## src/rtl/fpu_arb_pkg.sv

```systemverilog
// fpu_arb_pkg: shared definitions for the FPU request arbiter.
//   ST_RUN / ST_DRAIN : arbiter FSM state encoding
//   tag_width()       : bits needed to name one of n requesters
//   count_width()     : bits for an occupancy count of 0..depth inclusive
package fpu_arb_pkg;

    localparam logic [0:0] ST_RUN   = 1'b0;
    localparam logic [0:0] ST_DRAIN = 1'b1;

    function automatic int tag_width(input int unsigned n);
        return (n <= 1) ? 1 : $clog2(n);
    endfunction

    function automatic int count_width(input int unsigned depth);
        return $clog2(depth) + 1;
    endfunction

endpackage

```

## src/rtl/fpu_tag_fifo.sv

```systemverilog
// fpu_tag_fifo: synchronous FIFO holding the requester tag of every op in
// flight, so results (returned in issue order) can be routed back.
//   clk_i, rst_ni    : clock, async active-low reset (clears pointers/count)
//   push_i, tag_i    : enqueue a tag (ignored when full)
//   pop_i, head_o    : dequeue; head_o is the oldest tag (ignored when empty)
//   full_o, empty_o  : occupancy flags
//   count_o          : occupancy, 0..DEPTH
module fpu_tag_fifo
    import fpu_arb_pkg::*;
#(
    parameter int unsigned DEPTH = 8,
    parameter int unsigned TW    = 2,
    localparam int CW = count_width(DEPTH)
) (
    input  logic          clk_i,
    input  logic          rst_ni,
    input  logic          push_i,
    input  logic [TW-1:0] tag_i,
    input  logic          pop_i,
    output logic [TW-1:0] head_o,
    output logic          full_o,
    output logic          empty_o,
    output logic [CW-1:0] count_o
);

    localparam int AW = $clog2(DEPTH);

    logic [TW-1:0] mem [DEPTH];
    logic [AW-1:0] wr_ptr;
    logic [AW-1:0] rd_ptr;
    logic [CW-1:0] count;
    logic          do_push;
    logic          do_pop;

    assign full_o  = (count == CW'(DEPTH));
    assign empty_o = (count == '0);
    assign count_o = count;
    assign head_o  = mem[rd_ptr];

    assign do_push = push_i && !full_o;
    assign do_pop  = pop_i && !empty_o;

    // Pointers are exactly AW bits wide, so they wrap modulo DEPTH for free.
    always_ff @(posedge clk_i or negedge rst_ni) begin
        if (!rst_ni) begin
            wr_ptr <= '0;
            rd_ptr <= '0;
            count  <= '0;
        end else begin
            if (do_push) wr_ptr <= wr_ptr + 1'b1;
            if (do_pop)  rd_ptr <= rd_ptr + 1'b1;
            case ({do_push, do_pop})
                2'b10:   count <= count + 1'b1;
                2'b01:   count <= count - 1'b1;
                default: count <= count;
            endcase
        end
    end

    always_ff @(posedge clk_i) begin
        if (do_push) mem[wr_ptr] <= tag_i;
    end

endmodule

```

## src/rtl/fpu_arbiter.sv

```systemverilog
// fpu_arbiter: round-robin arbiter sharing one in-order FPU among NREQ
// requesters, with at most DEPTH ops in flight.
//   clk_i, rst_ni                 : clock, async active-low reset
//   req_valid_i / req_ready_o     : per-requester request / one-hot accept (comb)
//   req_a_i, req_b_i, req_c_i     : packed operands, requester k at [k*XLEN +: XLEN]
//   rsp_valid_o, rsp_data_o       : one-hot result strobe and shared result data
//   fpu_valid_o, fpu_a/b/c_o      : registered issue strobe and operands to the FPU
//   fpu_result_valid_i/_result_i  : in-order result return from the FPU
//   flush_i                       : stop issuing and drain outstanding ops
//   busy_o                        : ops in flight or draining
//   err_o                         : sticky, set by a result with nothing in flight
module fpu_arbiter
    import fpu_arb_pkg::*;
#(
    parameter int unsigned XLEN  = 32,
    parameter int unsigned NREQ  = 4,
    parameter int unsigned DEPTH = 8
) (
    input  logic                 clk_i,
    input  logic                 rst_ni,
    input  logic [NREQ-1:0]      req_valid_i,
    input  logic [NREQ*XLEN-1:0] req_a_i,
    input  logic [NREQ*XLEN-1:0] req_b_i,
    input  logic [NREQ*XLEN-1:0] req_c_i,
    output logic [NREQ-1:0]      req_ready_o,
    output logic [NREQ-1:0]      rsp_valid_o,
    output logic [XLEN-1:0]      rsp_data_o,
    output logic                 fpu_valid_o,
    output logic [XLEN-1:0]      fpu_a_o,
    output logic [XLEN-1:0]      fpu_b_o,
    output logic [XLEN-1:0]      fpu_c_o,
    input  logic                 fpu_result_valid_i,
    input  logic [XLEN-1:0]      fpu_result_i,
    input  logic                 flush_i,
    output logic                 busy_o,
    output logic                 err_o
);

    localparam int TW = tag_width(NREQ);
    localparam int CW = count_width(DEPTH);

    logic [0:0]      state;
    logic [TW-1:0]   ptr;
    logic [TW-1:0]   cand;
    logic [TW-1:0]   grant_idx;
    logic [NREQ-1:0] grant;
    logic            grant_any;
    logic            can_grant;
    logic            pop;
    logic [TW-1:0]   head;
    logic            full;
    logic            empty;
    logic [CW-1:0]   count;

    // Uses the registered full flag, so a result popping in the same cycle
    // cannot open a slot for a grant when the FIFO is full.
    assign can_grant = (state == ST_RUN) && !flush_i && !full;
    assign pop       = fpu_result_valid_i && !empty;
    assign busy_o    = (count != '0) || (state == ST_DRAIN);

    always_comb begin
        grant     = '0;
        grant_idx = '0;
        grant_any = 1'b0;
        cand      = '0;
        if (can_grant) begin
            for (int unsigned i = 0; i < NREQ; i++) begin
                cand = TW'((32'(ptr) + i) % NREQ);
                if (!grant_any && req_valid_i[cand]) begin
                    grant_any   = 1'b1;
                    grant_idx   = cand;
                    grant[cand] = 1'b1;
                end
            end
        end
    end

    assign req_ready_o = grant;

    fpu_tag_fifo #(
        .DEPTH (DEPTH),
        .TW    (TW)
    ) u_tag_fifo (
        .clk_i   (clk_i),
        .rst_ni  (rst_ni),
        .push_i  (grant_any),
        .tag_i   (grant_idx),
        .pop_i   (pop),
        .head_o  (head),
        .full_o  (full),
        .empty_o (empty),
        .count_o (count)
    );

    always_ff @(posedge clk_i or negedge rst_ni) begin
        if (!rst_ni) begin
            state       <= ST_RUN;
            ptr         <= '0;
            fpu_valid_o <= 1'b0;
            fpu_a_o     <= '0;
            fpu_b_o     <= '0;
            fpu_c_o     <= '0;
            rsp_valid_o <= '0;
            rsp_data_o  <= '0;
            err_o       <= 1'b0;
        end else begin
            fpu_valid_o <= grant_any;
            if (grant_any) begin
                fpu_a_o <= req_a_i[grant_idx*XLEN +: XLEN];
                fpu_b_o <= req_b_i[grant_idx*XLEN +: XLEN];
                fpu_c_o <= req_c_i[grant_idx*XLEN +: XLEN];
                ptr     <= (grant_idx == TW'(NREQ - 1)) ? '0 : grant_idx + 1'b1;
            end

            rsp_valid_o <= '0;
            if (pop) begin
                rsp_valid_o[head] <= 1'b1;
                rsp_data_o        <= fpu_result_i;
            end

            // A result with no tag outstanding is dropped and flagged.
            if (fpu_result_valid_i && empty) err_o <= 1'b1;

            case (state)
                ST_RUN:   if (flush_i) state <= ST_DRAIN;
                ST_DRAIN: if (count == '0 && !flush_i) state <= ST_RUN;
                default:  state <= ST_RUN;
            endcase
        end
    end

endmodule

```

## config.mk

```make
export PLATFORM = sky130hd
export DESIGN_NAME = fpu_arbiter
export DESIGN_NICKNAME = d
export VERILOG_FILES = /design/src/rtl/fpu_arb_pkg.sv /design/src/rtl/fpu_tag_fifo.sv /design/src/rtl/fpu_arbiter.sv
export SDC_FILE = /design/constraint.sdc
export NUM_CORES = 1
export LEC_CHECK = 0
export ABC_AREA = 1
export CELL_PAD_IN_SITES_DETAIL_PLACEMENT = 1
export CELL_PAD_IN_SITES_GLOBAL_PLACEMENT = 1
export CORE_AREA = 2 2 221 223
export DETAILED_ROUTE_END_ITERATION = 10
export DIE_AREA = 0 0 223 225
export MAX_ROUTING_LAYER = met4
export PLACE_DENSITY = 0.72
export SYNTH_ARGS = -nofsm -noshare
export SYNTH_HDL_FRONTEND = slang
export SYNTH_SLANG_ARGS = --single-unit
```

## constraint.sdc

```tcl
create_clock -name clk_i -period 3.4 [get_ports clk_i]
set_input_delay 1.02 -clock clk_i [delete_from_list [all_inputs] [get_ports clk_i]]
set_output_delay 1.02 -clock clk_i [all_outputs]
set_load 0.05 [all_outputs]
```

# Word level (Yosys, flattened, before mapping)
# Memories as Yosys holds them, arrays and structs flattened.
# Index checks and enable logic that the tools add are counted.
dict set report word_totals {
  n_memories 1
  register_bits 147
  in_bits 424
  elab_cells 114
  out_inout_bits 139
  mem_bits_rw 16
}
# name words word_bits rd rd_clocked_by_memory_dff wr line
set mem_list {}
lappend mem_list {u_tag_fifo.mem 8 2 1 0 1 fpu_tag_fifo.sv:28} ;# logic [TW-1:0] mem [DEPTH];
dict set report classes {
  shifts 3
  reduce_logical 25
  add_sub_neg 8
  eq_ne 4
  n_bitwise 4
  muxes 47
  order_cmp 10
}
# op count
set op_table {}
lappend op_table {{variable part select 128 x 8 -> 32 bit} 3}
lappend op_table {{two-way mux 4 bit} 9}
lappend op_table {{two-way mux 1 bit} 21}
lappend op_table {{logical AND 1 bit} 15}
lappend op_table {{less-than comparator 2 x 3 -> 1 bit (second input constant)} 5}
lappend op_table {{two-way mux 2 bit} 6}
lappend op_table {{OR 4 bit} 3}
lappend op_table {{demux 1 bit (select 2 bit)} 5}
lappend op_table {{>= comparator 2 x 1 -> 1 bit (second input constant)} 5}
lappend op_table {{binary-select mux 1 bit (select 2 bit)} 4}
lappend op_table {{one-hot mux 4 bit (2 select lines)} 1}
lappend op_table {{adder 3 x 1 -> 3 bit (second input constant)} 2}
lappend op_table {{zero test 1 bit} 6}
lappend op_table {{adder 2 x 1 -> 2 bit (second input constant)} 2}
lappend op_table {{adder 2 bit (second input constant)} 2}
lappend op_table {{adder 4 x 1 -> 4 bit (second input constant)} 1}
lappend op_table {{equality test 2 bit (second input constant)} 2}
lappend op_table {{equality test 4 bit (second input constant)} 1}
lappend op_table {{zero test 4 bit} 1}
lappend op_table {{nonzero test 4 bit} 1}
lappend op_table {{subtractor 4 x 1 -> 4 bit (second input constant)} 1}
lappend op_table {{equality test 2 x 1 -> 1 bit (second input constant)} 1}
lappend op_table {{one-hot mux 1 bit (2 select lines)} 1}
lappend op_table {{nonzero test 2 bit} 1}
lappend op_table {{2 further kinds} 2}

# Logic depth before layout (Yosys ltp)
dict set report logic_depth {
  ltp_word 19
  mapped_depth 19
  depth_no_buf 17
}

# Modules after synthesis
# A second synthesis with hierarchy kept.
dict set report unflattened {
  hier_cells 1960
  hier_area_um2 11991.5
}
# module cells_per_inst area_each_um2 instances seq_area_each_um2
set by_module_without_submodules {}
lappend by_module_without_submodules {fpu_arbiter 1810 10647.7 1 3428.3}
lappend by_module_without_submodules {fpu_tag_fifo 150 1343.8 1 730.7}

# Worst setup path after synthesis
# No wires, ideal clock.
dict set report synth_timing {
  path_kind {input to output}
  from {input port flush_i}
  to {output port req_ready_o[2]}
  cell_stages 5
  path_slack_ns 0.061
  t_arrival_ns 2.319
  n_path_buf 2
  required_time_ns 2.380
  cell_sequence {nor3_4 buf_2 clkbuf_1 o21ai_0 inv_1}
}
dict set report synth_via {
  elab_chain_len 4
}
# item line
set synth_lines {}
lappend synth_lines {{start, declared} fpu_arbiter.sv:34} ;# input logic flush_i,
lappend synth_lines {{zero test 1 bit} fpu_arbiter.sv:57} ;# assign can_grant = (state == ST_RUN) && !flush_i && !full;
lappend synth_lines {{logical AND 1 bit (2 in a row)} fpu_arbiter.sv:57}
lappend synth_lines {{two-way mux 4 bit} fpu_arbiter.sv:66} ;# if (can_grant) begin
lappend synth_lines {{end, declared} fpu_arbiter.sv:25} ;# output logic [NREQ-1:0] req_ready_o,
# Every way passes these cells.

# Worst setup path in the final report
dict set report layout_timing {
  from {input port req_valid_i[0]}
  to {output port req_ready_o[0]}
}
dict set report layout_via {
  elab_chain_len 16
  elab_cells_between_ends 31
  classes_between {mux: 22; bitwise: 3; reduce/logical: 6}
}
# item line
set layout_lines {}
lappend layout_lines {{start, declared} fpu_arbiter.sv:21} ;# input logic [NREQ-1:0] req_valid_i,
lappend layout_lines {{binary-select mux 1 bit (select 2 bit)} fpu_arbiter.sv:69} ;# if (!grant_any && req_valid_i[cand]) begin
lappend layout_lines {{two-way mux 1 bit (not written as such)} fpu_arbiter.sv:69}
lappend layout_lines {{two-way mux 1 bit} fpu_arbiter.sv:69}
lappend layout_lines {{two-way mux 1 bit} fpu_arbiter.sv:66}
lappend layout_lines {{zero test 1 bit} fpu_arbiter.sv:69}
lappend layout_lines {{logical AND 1 bit} fpu_arbiter.sv:69}
lappend layout_lines {{two-way mux 1 bit} fpu_arbiter.sv:69}
lappend layout_lines {{two-way mux 1 bit} fpu_arbiter.sv:66}
lappend layout_lines {{zero test 1 bit} fpu_arbiter.sv:69}
lappend layout_lines {{logical AND 1 bit} fpu_arbiter.sv:69}
lappend layout_lines {{two-way mux 1 bit} fpu_arbiter.sv:69}
lappend layout_lines {{two-way mux 1 bit} fpu_arbiter.sv:66}
lappend layout_lines {{zero test 1 bit} fpu_arbiter.sv:69}
lappend layout_lines {{logical AND 1 bit} fpu_arbiter.sv:69}
lappend layout_lines {{two-way mux 4 bit *} fpu_arbiter.sv:69}
lappend layout_lines {{two-way mux 4 bit *} fpu_arbiter.sv:66}
# Mark *: on every way between the ends. The rest lies on a longest branch, timed or not. The select of a mux whose other input is x is not followed.

==> results.json <==
{
  "finalInstanceArea_um2": 19100,
  "fin_nets": 2830,
  "ys.flop_type": "dfrtp_1",
  "dpl_cell_area_um2": 18300,
  "clock_latency_ns": 0.45,
  "fin_crit_sh": 0.979,
  "p_per_area_nw_per_um2": 774,
  "cp_data_arrival_time_ns": 2.31,
  "drive_gt1_frac": 0.0657,
  "cp-start-kind": "input pin",
  "power.share.clock": 0.144,
  "cts_hold_buf": 0,
  "drt_first_pass_iters": 4,
  "grt_max_degree": 81,
  "outcome": "finished, final reports clean",
  "drc": 0,
  "clkTransAtPathRegs_ns": 0.07,
  "cts_tree": "done",
  "drt_iter0_markers": 709,
  "comb_power_share": 0.639,
  "endpoint_kind": "output pin",
  "portBuffers": 562,
  "p_sw_frac": 0.526,
  "cts-root-buf": "clkbuf_16",
  "fillCellCount": 6022,
  "dieArea_um2": 50200,
  "start_util": 0.248,
  "vias": 14076,
  "hold_class": "reg2reg",
  "fmax_mhz": 300,
  "whs_ns": 0.474,
  "htree_num_levels": 4,
  "gp_routability_congestion": 0.894,
  "grt_overflow": 0,
  "path_max_fanout": 6,
  "coreArea_um2": 47500,
  "p_sw_mw": 7.78,
  "synth.most_common_cell": "nand2_1",
  "yosys_warnings": 0,
  "maxCapViolations": 0,
  "worstPathRequired_ns": 2.38,
  "cts_max_path_buffers": 2,
  "synth_area_um2": 11800,
  "track_usage": 0.230,
  "synth_nets": 2298,
  "die_w_um": 223,
  "synth_cells": 1861,
  "p_int_mw": 7.00,
  "path_class": "in2out",
  "rows": 80,
  "synth_cell_types": 36,
  "grt_pass1_wl_mm": 87.0,
  "die_h_um": 225,
  "synth_area_per_cell_um2": 6.33,
  "tightest_slew_ns": 0.943,
  "slew_violations": 0,
  "synth_top_cells_by_count": "nand2_1 (722), inv_1 (366), nand3_1 (206), nand4_1 (157), dfrtp_1 (147)",
  "cts_buffers": 17,
  "postRouteAntennaNets": 0,
  "synthArstFlopShare": 0.902,
  "routed_wl_mm": 56.9,
  "hold_viol": 0,
  "ys_ff_latch": 163,
  "via_per_inst": 4.64,
  "synth_edf_count": 16,
  "io_pins": 563,
  "place_hpwl_mm": 44.5,
  "clock_sinks": 163,
  "ys_seq_area_frac": 0.353,
  "finalClockSkew_ns": 0.0138,
  "period_minus_slack_ns": 3.33,
  "slew_headroom": 0.372,
  "p_leak_nw": 9.91,
  "wl_per_cell_um": 18.8,
  "finalSetupViolCount": 0,
  "grt_pass1_vias": 15073,
  "syn2layout_area_growth_pct": 62.2,
  "antenna_found_initial": 12,
  "pwr-share-seq": 0.217,
  "peakVddDrop_uv": 521,
  "synth_top_area_frac": 0.312,
  "synth.area.top_cells": "dfrtp_1 (31%), nand2_1 (23%), inv_1 (12%)",
  "yosysTopAreaCell": "dfrtp_1"
}
==> per-stage QoR <==
step / setup TNS, ns / instances / power, mW / utilization / setup slack [ns]
2_1_floorplan: 0 / 1861 / 8.64 / - / 0.0615
3_3_place_gp: -1.57 / 2984 / 12.2 / 0.385 / -0.255
3_5_place_dp: -6.03 / 2984 / 12.4 / 0.385 / -0.367
4_1_cts: 0 / 3018 / 14.7 / 0.399 / 0.0133
5_1_grt: -0.0323 / 3031 / 15.7 / 0.402 / -0.0323
6_report: 0 / 3032 / 14.8 / 0.402 / 0.0709
==> final cells by class <==
class	instances	area [um^2]	area share
Timing Repair Buffer	637	6440	0.337
Multi-Input combinational cell	1204	5680	0.297
Sequential cell	163	4160	0.218
Inverter	370	1410	0.0737
Tap cell	615	769	0.0403
Clock buffer	17	425	0.0223
Clock inverter	15	204	0.0107
Antenna cell	11	27.5	0.00144
==> power groups by stage <==
stage	clock network [mW]	registers (mW)	logic, mW
6_report	2.12	3.21	9.45
4_1_cts	2.19	3.22	9.27
3_3_place_gp	0	3.20	9.04
2_1_floorplan	0	5.43	3.21
3_5_place_dp	0	3.23	9.18
5_1_grt	2.25	3.31	10.1
==> kinds of logic (layout without fill, tap and decap cells) <==
family          Yosys count  in the layout  share of synthesized area
compound gates           35             35                     0.0168
xor+xnor                  7              7                    0.00521
fa+ha+maj                13             13                     0.0138
buf+inv                 494           1039                      0.178
flops                   163            163                      0.353
other cells               0             11                          0
simple gates           1149           1149                      0.434
==> placed cells by master, fill, tap and decap left out, types with 6 or more instances in the layout <==
cell,instances
inv_1,360
ha_1,12
nand3_1,201
inv_8,6
buf_4,57
nand2_2,6
nand2_1,715
nor2_1,26
clkbuf_16,17
nand4_1,157
or2_1,18
buf_12,22
clkdlybuf4s50_1,552
edfxtp_1,16
o21ai_0,13
inv_2,6
dfrtp_1,147
diode_2,11
==> routing by layer <==
| metal | GRT usage | routed length [um] |
|---|---|---|
| met1 | 0.266 | 23500 |
| met2 | 0.397 | 28100 |
| met3 | 0.0550 | 3990 |
| met4 | 0.0673 | 1250 |
| met5 | - | 0 |
==> state kept, by name, indices dropped and copies added, names as in the netlist, 3 cells and up <==
| register | count |
|---|---|
| rsp_valid_o | 4 |
| u_tag_fifo.rd_ptr | 3 |
| fpu_c_o | 32 |
| u_tag_fifo.count_o | 4 |
| fpu_a_o | 32 |
| u_tag_fifo.wr_ptr | 3 |
| fpu_b_o | 32 |
| u_tag_fifo.mem | 16 |
| rsp_data_o | 32 |
==> critical path: stages <==
cell,delay [ns]
clkdlybuf4s15_1,0.20
inv_1,0.05
nand2_2,0.10
nand3_4,0.11
nand2_8,0.13
clkinv_8,0.08
nand3_4,0.08
o22ai_2,0.07
a21oi_1,0.14
nand2_1,0.07
nand2_1,0.07
inv_2,0.05
buf_12,0.14
==> final timing paths <==
check | startpoint | end | slack, ns | cells past startpoint
min in group asynchronous | rst_ni | rsp_data_o[17] | 0.51 | 1
max in group asynchronous | rst_ni | rsp_data_o[19] | 2.01 | 2
max reg2reg | ptr[0] | fpu_c_o[4] | 0.71 | 17
min reg2reg | rsp_data_o[29] | rsp_data_o[29] | 0.47 | 2
max | req_valid_i[0] | req_ready_o[0] | 0.07 | 13
min | rsp_data_o[29] | rsp_data_o[29] | 0.47 | 2
==> what timing repair did <==
action / in CTS / in global routing
setup buffers: 2 / 3
setup endpoints to repair: 5 / 4
pin swaps: 3 / 8
resized for setup: 17 / 31
endpoints found under the hold margin: 0 / 0
(Power assumes the default switching activity.)
